<file path="config.mk">
export PLATFORM = sky130hd
export DESIGN_NAME = accum_dump_sat
export DESIGN_NICKNAME = d
export VERILOG_FILES = /design/src/rtl/dsp_pkg.sv /design/src/rtl/sat_shift.sv /design/src/rtl/accum_dump_sat.sv
export SDC_FILE = /design/constraint.sdc
export NUM_CORES = 1
export LEC_CHECK = 0
export BUFFER_PORTS_ARGS = -buffer_cell sky130_fd_sc_hd__buf_2
export CAP_MARGIN = 15
export CORE_ASPECT_RATIO = 1.75
export CORE_MARGIN = 3
export CORE_UTILIZATION = 55
export DETAILED_ROUTE_END_ITERATION = 16
export PLACE_DENSITY = 0.75
export SLEW_MARGIN = 20
export SYNTH_ARGS = -nofsm -noshare
export SYNTH_HDL_FRONTEND = slang
export SYNTH_SLANG_ARGS = --single-unit
</file>
<file path="constraint.sdc">
create_clock -name clk -period 10.7 [get_ports clk]
set_input_delay 2.14 -clock clk [delete_from_list [all_inputs] [get_ports clk]]
set_output_delay 2.14 -clock clk [all_outputs]
set_load 0.005 [all_outputs]
</file>
<file path="src/rtl/dsp_pkg.sv">
// Shared DSP definitions: common sample widths, output register state and the
// signed saturation helper used by the shift/clamp stages.
package dsp_pkg;

  localparam int DSP_IN_W  = 24;
  localparam int DSP_OUT_W = 24;
  localparam int SAT_MAX_W = 64;

  typedef enum logic {
    OUT_EMPTY = 1'b0,
    OUT_FULL  = 1'b1
  } out_state_t;

  typedef struct packed {
    logic                        sat;
    logic signed [SAT_MAX_W-1:0] value;
  } sat_res_t;

  // Clamp a wide signed value into the range of an out_w-bit signed number.
  function automatic sat_res_t sat_signed(input logic signed [SAT_MAX_W-1:0] value,
                                          input int out_w);
    logic signed [SAT_MAX_W-1:0] hi;
    logic signed [SAT_MAX_W-1:0] lo;
    sat_res_t                    res;
    hi        = (64'sd1 <<< (out_w - 1)) - 64'sd1;
    lo        = ~hi;
    res.sat   = 1'b0;
    res.value = value;
    if (value > hi) begin
      res.sat   = 1'b1;
      res.value = hi;
    end else if (value < lo) begin
      res.sat   = 1'b1;
      res.value = lo;
    end
    return res;
  endfunction

endpackage

</file>
<file path="src/rtl/sat_shift.sv">
// Combinational arithmetic right shift followed by signed saturation to OUT_W.
// Reusable by any DSP stage that narrows a wide accumulator.
module sat_shift
  import dsp_pkg::*;
#(
  parameter int ACC_W = 40,
  parameter int SHIFT = 0,
  parameter int OUT_W = 24
) (
  input  logic signed [ACC_W-1:0] i_value,
  output logic signed [OUT_W-1:0] o_value,
  output logic                    o_sat
);

  if (ACC_W > SAT_MAX_W || OUT_W > ACC_W) begin : g_bad_width
    $error("sat_shift: widths out of range");
  end
  if (SHIFT < 0 || SHIFT >= ACC_W) begin : g_bad_shift
    $error("sat_shift: SHIFT out of range");
  end

  logic signed [ACC_W-1:0]     w_shifted;
  logic signed [SAT_MAX_W-1:0] w_wide;
  sat_res_t                    w_res;

  // >>> on a signed operand floors toward -inf.
  assign w_shifted = i_value >>> SHIFT;
  assign w_wide    = SAT_MAX_W'(w_shifted);
  assign w_res     = sat_signed(w_wide, OUT_W);
  assign o_value   = w_res.value[OUT_W-1:0];
  assign o_sat     = w_res.sat;

endmodule

</file>
<file path="src/rtl/accum_dump_sat.sv">
// Integrate-and-dump accumulator: sums DUMP_LEN accepted samples, shifts and
// saturates the sum, and holds it in a one-entry valid/ready output register.
module accum_dump_sat
  import dsp_pkg::*;
#(
  parameter int IN_W     = DSP_IN_W,
  parameter int DUMP_LEN = 16,
  parameter int ACC_W    = 40,
  parameter int SHIFT    = 0,
  parameter int OUT_W    = DSP_OUT_W
) (
  input  logic                   clk,
  input  logic                   rst,
  input  logic                   clear,
  input  logic signed [IN_W-1:0] din,
  input  logic                   din_valid,
  output logic                   din_ready,
  output logic [OUT_W-1:0]       dout,
  output logic                   dout_valid,
  input  logic                   dout_ready,
  output logic                   dout_sat,
  output logic                   ovf_sticky
);

  localparam int CNT_W = (DUMP_LEN > 1) ? $clog2(DUMP_LEN) : 1;

  if (DUMP_LEN < 2 || DUMP_LEN > 1024) begin : g_bad_len
    $error("accum_dump_sat: DUMP_LEN must be 2..1024");
  end
  if (ACC_W < IN_W + $clog2(DUMP_LEN)) begin : g_bad_acc
    $error("accum_dump_sat: ACC_W too narrow for IN_W and DUMP_LEN");
  end

  // Handshakes: a sample moves when din_valid & din_ready, a result when
  // dout_valid & dout_ready; a dump and a pop in one cycle replace the entry.
  out_state_t              r_state;
  out_state_t              w_state_nxt;
  logic [CNT_W-1:0]        r_cnt;
  logic signed [ACC_W-1:0] r_acc;
  logic [OUT_W-1:0]        r_dout;
  logic                    r_dout_sat;
  logic                    r_ovf;

  logic                    w_last;
  logic                    w_accept;
  logic                    w_dump;
  logic                    w_pop;
  logic signed [ACC_W-1:0] w_din_ext;
  logic signed [ACC_W-1:0] w_acc_in;
  logic signed [OUT_W-1:0] w_sat_value;
  logic                    w_sat_flag;

  assign w_last    = (r_cnt == CNT_W'(DUMP_LEN - 1));
  // Only the frame-completing sample has to wait for room in the output register.
  assign din_ready = !rst && !clear && !(w_last && (r_state == OUT_FULL) && !dout_ready);
  assign w_accept  = din_valid && din_ready;
  assign w_dump    = w_accept && w_last;
  assign w_pop     = (r_state == OUT_FULL) && dout_ready;
  assign w_din_ext = ACC_W'(din);
  assign w_acc_in  = (r_cnt == '0) ? w_din_ext : (r_acc + w_din_ext);

  sat_shift #(
    .ACC_W (ACC_W),
    .SHIFT (SHIFT),
    .OUT_W (OUT_W)
  ) u_sat_shift (
    .i_value (w_acc_in),
    .o_value (w_sat_value),
    .o_sat   (w_sat_flag)
  );

  always_ff @(posedge clk or posedge rst) begin
    if (rst) begin
      r_cnt <= '0;
      r_acc <= '0;
    end else if (clear) begin
      r_cnt <= '0;
      r_acc <= '0;
    end else if (w_accept) begin
      r_cnt <= w_last ? '0 : (r_cnt + CNT_W'(1));
      r_acc <= w_last ? '0 : w_acc_in;
    end
  end

  always_ff @(posedge clk or posedge rst) begin
    if (rst) begin
      r_state <= OUT_EMPTY;
    end else begin
      r_state <= w_state_nxt;
    end
  end

  always_comb begin
    w_state_nxt = r_state;
    case (r_state)
      OUT_EMPTY: if (w_dump) w_state_nxt = OUT_FULL;
      OUT_FULL:  if (w_pop && !w_dump) w_state_nxt = OUT_EMPTY;
      default:   w_state_nxt = OUT_EMPTY;
    endcase
  end

  always_comb begin
    dout_valid = (r_state == OUT_FULL);
    dout       = r_dout;
    dout_sat   = r_dout_sat;
    ovf_sticky = r_ovf;
  end

  always_ff @(posedge clk or posedge rst) begin
    if (rst) begin
      r_dout     <= '0;
      r_dout_sat <= 1'b0;
    end else if (w_dump) begin
      r_dout     <= w_sat_value;
      r_dout_sat <= w_sat_flag;
    end
  end

  always_ff @(posedge clk or posedge rst) begin
    if (rst) begin
      r_ovf <= 1'b0;
    end else if (clear) begin
      r_ovf <= 1'b0;
    end else if (w_dump && w_sat_flag) begin
      r_ovf <= 1'b1;
    end
  end

endmodule

</file>
[After elaboration in Yosys (flattened, before gate mapping)]
Cells that the tools add are included.
Operators by class
  $add $sub $neg: 2
  order comparisons: 2
  eq/ne operators: 1
  multiplexer cells: 14
  bitwise gates (word level): 1
  reductions and logical operators: 17
Operator list (count)
  $mux 40: 4
  $mux 65: 2
  $add 40x24->40: 1
  $gt 40x24->1 const B: 1
  $lt 40x24->1 const B: 1
  $mux 4: 3
  $logic_and 1x1->1: 9
  $logic_not 1->1: 5
  $add 4x1->4 const B: 1
  $eq 4x4->1 const B: 1
  $logic_not 4->1: 1
  $mux 1: 4
  $reduce_bool 2->1: 2
  $pmux 1 s2: 1
  $not 1->1: 1
Word-level totals
  register bits: 71
  bits of input ports: 29
  output and inout bits: 28
  word-level logic and storage cells: 43

[Logic depth before layout (Yosys ltp)]
  depth after elaboration: 11
  gate-level depth with buffers: 13
  depth with buffers taken out: 12

[Modules after synthesis]
From an unflattened synthesis, not the netlist that was laid out.
Unflattened totals
  cell total of the unflattened synthesis: 677
  area, all modules: 5602.9 um^2
By module, submodules not included
  accum_dump_sat: times used 1, cells an instance 638, area an instance 5293.8 um^2, sequential area each 1776.7 um^2
  sat_shift: times used 1, cells an instance 39, area an instance 309.0 um^2, sequential area each 0.0 um^2

[Worst setup path before layout]
Ideal clock, no wire load.
  path type: input to register
  start point: input din[0]
  end point: register r_dout[17] (netlist: dout[17])
  library setup time: 0.087 ns
  arrival: 5.125 ns
  required time: 10.613 ns
  slack: 5.488 ns
  cell stages on the path: 13
  path buffers: 1
  path through: ha_1 > fa_1 > a21o_1 > a221o_1 > a21oi_4 > nor4_4 > a221oi_2 > mux2i_1 > o2111ai_1 > nor4_2 > a311oi_2 > buf_6 > a211oi_2
On the way
  cells in the longest elaborated chain, start to end: 5
  elaborated cells between the ends (all ways): 6
  those cells by class: add/sub: 1; order compare: 2; mux: 3
Ends and longest elaborated chain
  start, declared: line accum_dump_sat.sv:15  | input logic signed [IN_W-1:0] din,
  $add 40x24->40: line accum_dump_sat.sv:60  | assign w_acc_in = (r_cnt == '0) ? w_din_ext : (r_acc + w_din_ext);
  $mux 40 *: line accum_dump_sat.sv:60
  $lt 40x24->1: line dsp_pkg.sv:32  | end else if (value < lo) begin
  $mux 65: line dsp_pkg.sv:32
  $mux 65 *: line dsp_pkg.sv:29  | if (value > hi) begin
  end signal, assigned: line accum_dump_sat.sv:114  | r_dout <= w_sat_value;
  end, declared: line accum_dump_sat.sv:40  | logic [OUT_W-1:0] r_dout;
Mark *: on every way between the ends. The rest lies on a longest branch, timed or not.
A chain may end at the register's enable or synchronous reset.

[Worst setup path after layout]
  start point: input din[0]
  end point: register r_dout[0] (netlist: dout[0])
Same word-level chain as after synthesis.

==> metrics.md <==
| Metric | Value |
|---|---|
| Status | finished, final reports clean |
| CP Data Arrival Time | 5.79 ns |
| Tcrit/Tclk final | 51.8% |
| DIE AREA | 12700 sq um |
| Vert. Die Dim | 147 um |
| Routed WL | 19.3 mm |
| Total CTS buffers | 9 |
| # setup viols final | 0 |
| # rows | 50 |
| Metal3 WL | 760 um |
| Total GRT Usage | 30.9% |
| Die X | 86.6 um |
| Worst Hold Depth | 2 |
| Power per cell area | 115 nW/um^2 |
| P_leak | 3.00 nW |
| Post-CTS sizing | 0 |
| Detailed-placement wirelength estimate | 14.7 mm |
| Routed len/inst | between 20 and 25 um |
| Vias | 6065 |
| Syn Nets | 825 |
| Final min period | 5.54 ns |
| Post-synthesis cell area | 6250 sq um |
| Antenna diode count | 0 |
| Area Overhead vs Synth | 8.61% |
| Slew @ Worst Pin | between 0.9 and 1 ns |
| First-pass GRT wire length | slightly above 30 mm |
| Reg2Reg Depth | 13 |
| RSZ-0062 raised after global routing | no |
| Vias in the first global route | 6108 |
| Residual DRC count | 0 |
| Top Metal Used | met4 |
| Met2 WL | approximately 10 mm |
| Critical Path RT | 10.95 ns |
| Synth Area in Simple Gates | between 20 and 25% |
| CTS tree | built |
| Commonest non-fill, non-tap cell in the layout | nand2_1 |
| WL met1 | between 7 and 8 mm |
| Synth cell types | 83 |
| Vias per cell | 6.64 |
| Initial antenna violation count | 0 |
| Post-Synth XOR/XNOR Area | 3.78% |
| FF-to-FF setup slack | 6.68 ns |
| Clock slew at reported path FFs | 0.06 ns |
| Hold_sp | r_acc[13] |
| Port bufs | 56 |
| Post-CTS setup buffers | 0 |
| Maximum number of pins on one net before global-route repair | ~70 |
| DP Worst Slack | between 4 and 5 ns |
| H-tree Lvls | 3 |
| Antenna Nets Post-Route | 0 |
| CTS root buffer | clkbuf_16 |
| CP startpoint kind | primary input |
| Setup_tns | 0 ns |
| Sequential element share of the synthesized area | 28.4% |
| Pins over their slew limit | 0 |
| DR pass1 iterations | 5 |
| Global route overflow | 0 |
| Ports | 57 |
| Starting Density | 57.4% |
| VDD IR-drop max | 0.0997 mV |
| Cts hold-fix bufs | 0 |
| Worst-path fanout max | 25 |
| Post-synth EDFFs | 0 |
| Placement Cell Area | 6490 sq um |
| Peak Freq | 0.180 GHz |
| Core area | between 10000 and 15000 sq um |
| Final hold vios | 0 |
| Share of synthesized registers carrying an async set or reset | 100% |
| Worst flop-to-flop path endpoint | dout[0] |
| Most frequent cells in the layout | 94 x nand2_1, 71 x o21ai_0, 71 x dfrtp_1, 69 x nor2_1, 59 x a21oi_1 |
| Routability cong. | 0.968 |
| Adder-cell share of the synthesized area | 8.53% |
| Most common flop cell mapped by yosys | dfrtp_1 |
| CP Capture Type | register |
| 1st-iter DRT viols | 406 |
| Synthesized instance count | 754 |
| Largest family of logic cells by synthesized area | compound AO/OA/AOI/OAI gates |
| Final Skew | 0.0107 ns |
| Crit Reg-Reg Startpoint | r_acc[0] |
| PnR worst setup slack | 5.16 ns |
| Clk sinks | 71 |
| YS warnings | 0 |
| Max-cap violations | 0 |
| Worst min-delay path class | reg2reg |
| Clock Latency Late Sink | roughly 0.35 ns |
| Final layout net count | 849 |
| Crit path kind | in2reg |
| Synth Area in Compound Gates | 29.9% |
| Slew headroom | 34.1% |
| Mux contribution to synthesized area | 1.94% |
| Flops & latches, synth | around 70 |
| Final Instance Area | 6790 sq um |
| Synthesized area per cell | 8.29 sq um |
| Deepest clock path buffer count | 2 |
| Hold path endpoint | r_acc[13] |
| Layout cell share with drive strength beyond 1 | 16.6% |
| Tot Pwr | 0.780 mW |
through the flow:
stage	hold WS, ns	instances	util (%)
after detailed placement	0.475	897	59.6
after CTS	0.488	913	62.3
after global routing	0.504	913	62.4
final	0.487	913	62.4
after floorplan	0.443	754	-
after global placement	0.467	897	59.6
report_power, final:
part	total [mW]	internal [mW]	switching, mW
Clock	0.315	0.183	0.132
Sequential	0.285	0.278	0.00674
Combinational	0.180	0.0609	0.119
worst max-delay path, stage by stage:
cell and delay [ns]:
buf_2 0.11, ha_1 0.22, fa_1 0.40, a21o_1 0.23, a221o_1 0.43, a21oi_4 0.27
nor4_4 0.09, a221oi_2 0.27, mux2i_1 0.35, o2111ai_1 0.17, nor4_2 0.41, a311oi_4 0.13
buf_4 0.28, a211oi_1 0.26
how the worst max path moves through the flow:
stage	start	to	slack (ns)	cells past startpoint
after global routing	din[23]	dout[0]	4.90	13
after detailed placement	din[0]	dout[0]	4.83	14
final	din[0]	dout[0]	5.16	14
after global placement	din[23]	dout[0]	4.90	13
after floorplan	din[0]	dout[17]	5.49	13
after CTS	din[0]	dout[0]	5.19	14
registers in the layout, summed over array words and instances (netlist names):
name / cells
r_acc: 40
r_cnt: 4
dout_sat: 1
dout_valid: 1
dout: 24
ovf_sticky: 1
cells by family (layout without fill, tap and decap cells):
| group | count (synthesis) | in the layout |
|---|---|---|
| simple gates | 275 | 275 |
| compound gates | 262 | 262 |
| mux | 12 | 12 |
| xor+xnor | 27 | 27 |
| flops | 71 | 71 |
| fa+ha+maj | 42 | 42 |
| buf+inv | 65 | 94 |
cell type report:
type                    count  area (sq um)
multi-input cells         618          4170
fillers                   994          4100
flip-flops and latches     71          1780
repair buffers             62           325
clock buffers              10           229
well taps                 130           163
clock inverters             6          70.1
inverters                  16          60.1
Yosys cell counts, types with 3 or more instances:
cell type / number / share of area (%)
and3_1: 8 / 0.80
o31ai_1: 3 / 0.36
inv_1: 16 / 0.96
nor2b_1: 3 / 0.30
nor3_1: 14 / 1.1
xnor2_1: 13 / 1.8
o22ai_1: 5 / 0.50
buf_2: 18 / 1.4
and4_1: 6 / 0.84
o21a_1: 13 / 1.6
or3_1: 6 / 0.60
a22o_1: 9 / 1.3
o31a_1: 3 / 0.42
nor2_1: 71 / 4.3
buf_1: 3 / 0.18
xor2_1: 14 / 2.0
nand4_4: 3 / 1.0
and2_1: 7 / 0.70
a21oi_2: 3 / 0.42
dfrtp_1: 71 / 28
a311oi_1: 4 / 0.56
nor4_1: 3 / 0.30
a22oi_1: 3 / 0.36
o2111ai_1: 4 / 0.56
buf_4: 7 / 0.84
a211oi_2: 21 / 4.2
clkbuf_1: 16 / 0.96
nand3_1: 19 / 1.5
o21bai_1: 4 / 0.48
nand2_1: 94 / 5.6
nand4_1: 18 / 1.8
buf_6: 5 / 0.90
a211oi_1: 9 / 1.1
nand2b_1: 5 / 0.50
o21ai_0: 71 / 5.7
a31oi_1: 4 / 0.40
mux2i_1: 11 / 1.8
a21oi_1: 59 / 4.7
ha_1: 41 / 8.2
a21o_1: 9 / 1.1
a2111oi_0: 6 / 0.84
per-layer routing:
metal,vias up,global-route usage (%)
met5,-,0
met4,0,20.0
met3,74,3.14
met2,225,54.7
met1,2921,33.9
li1,2845,-
(Power assumes the default switching activity.)
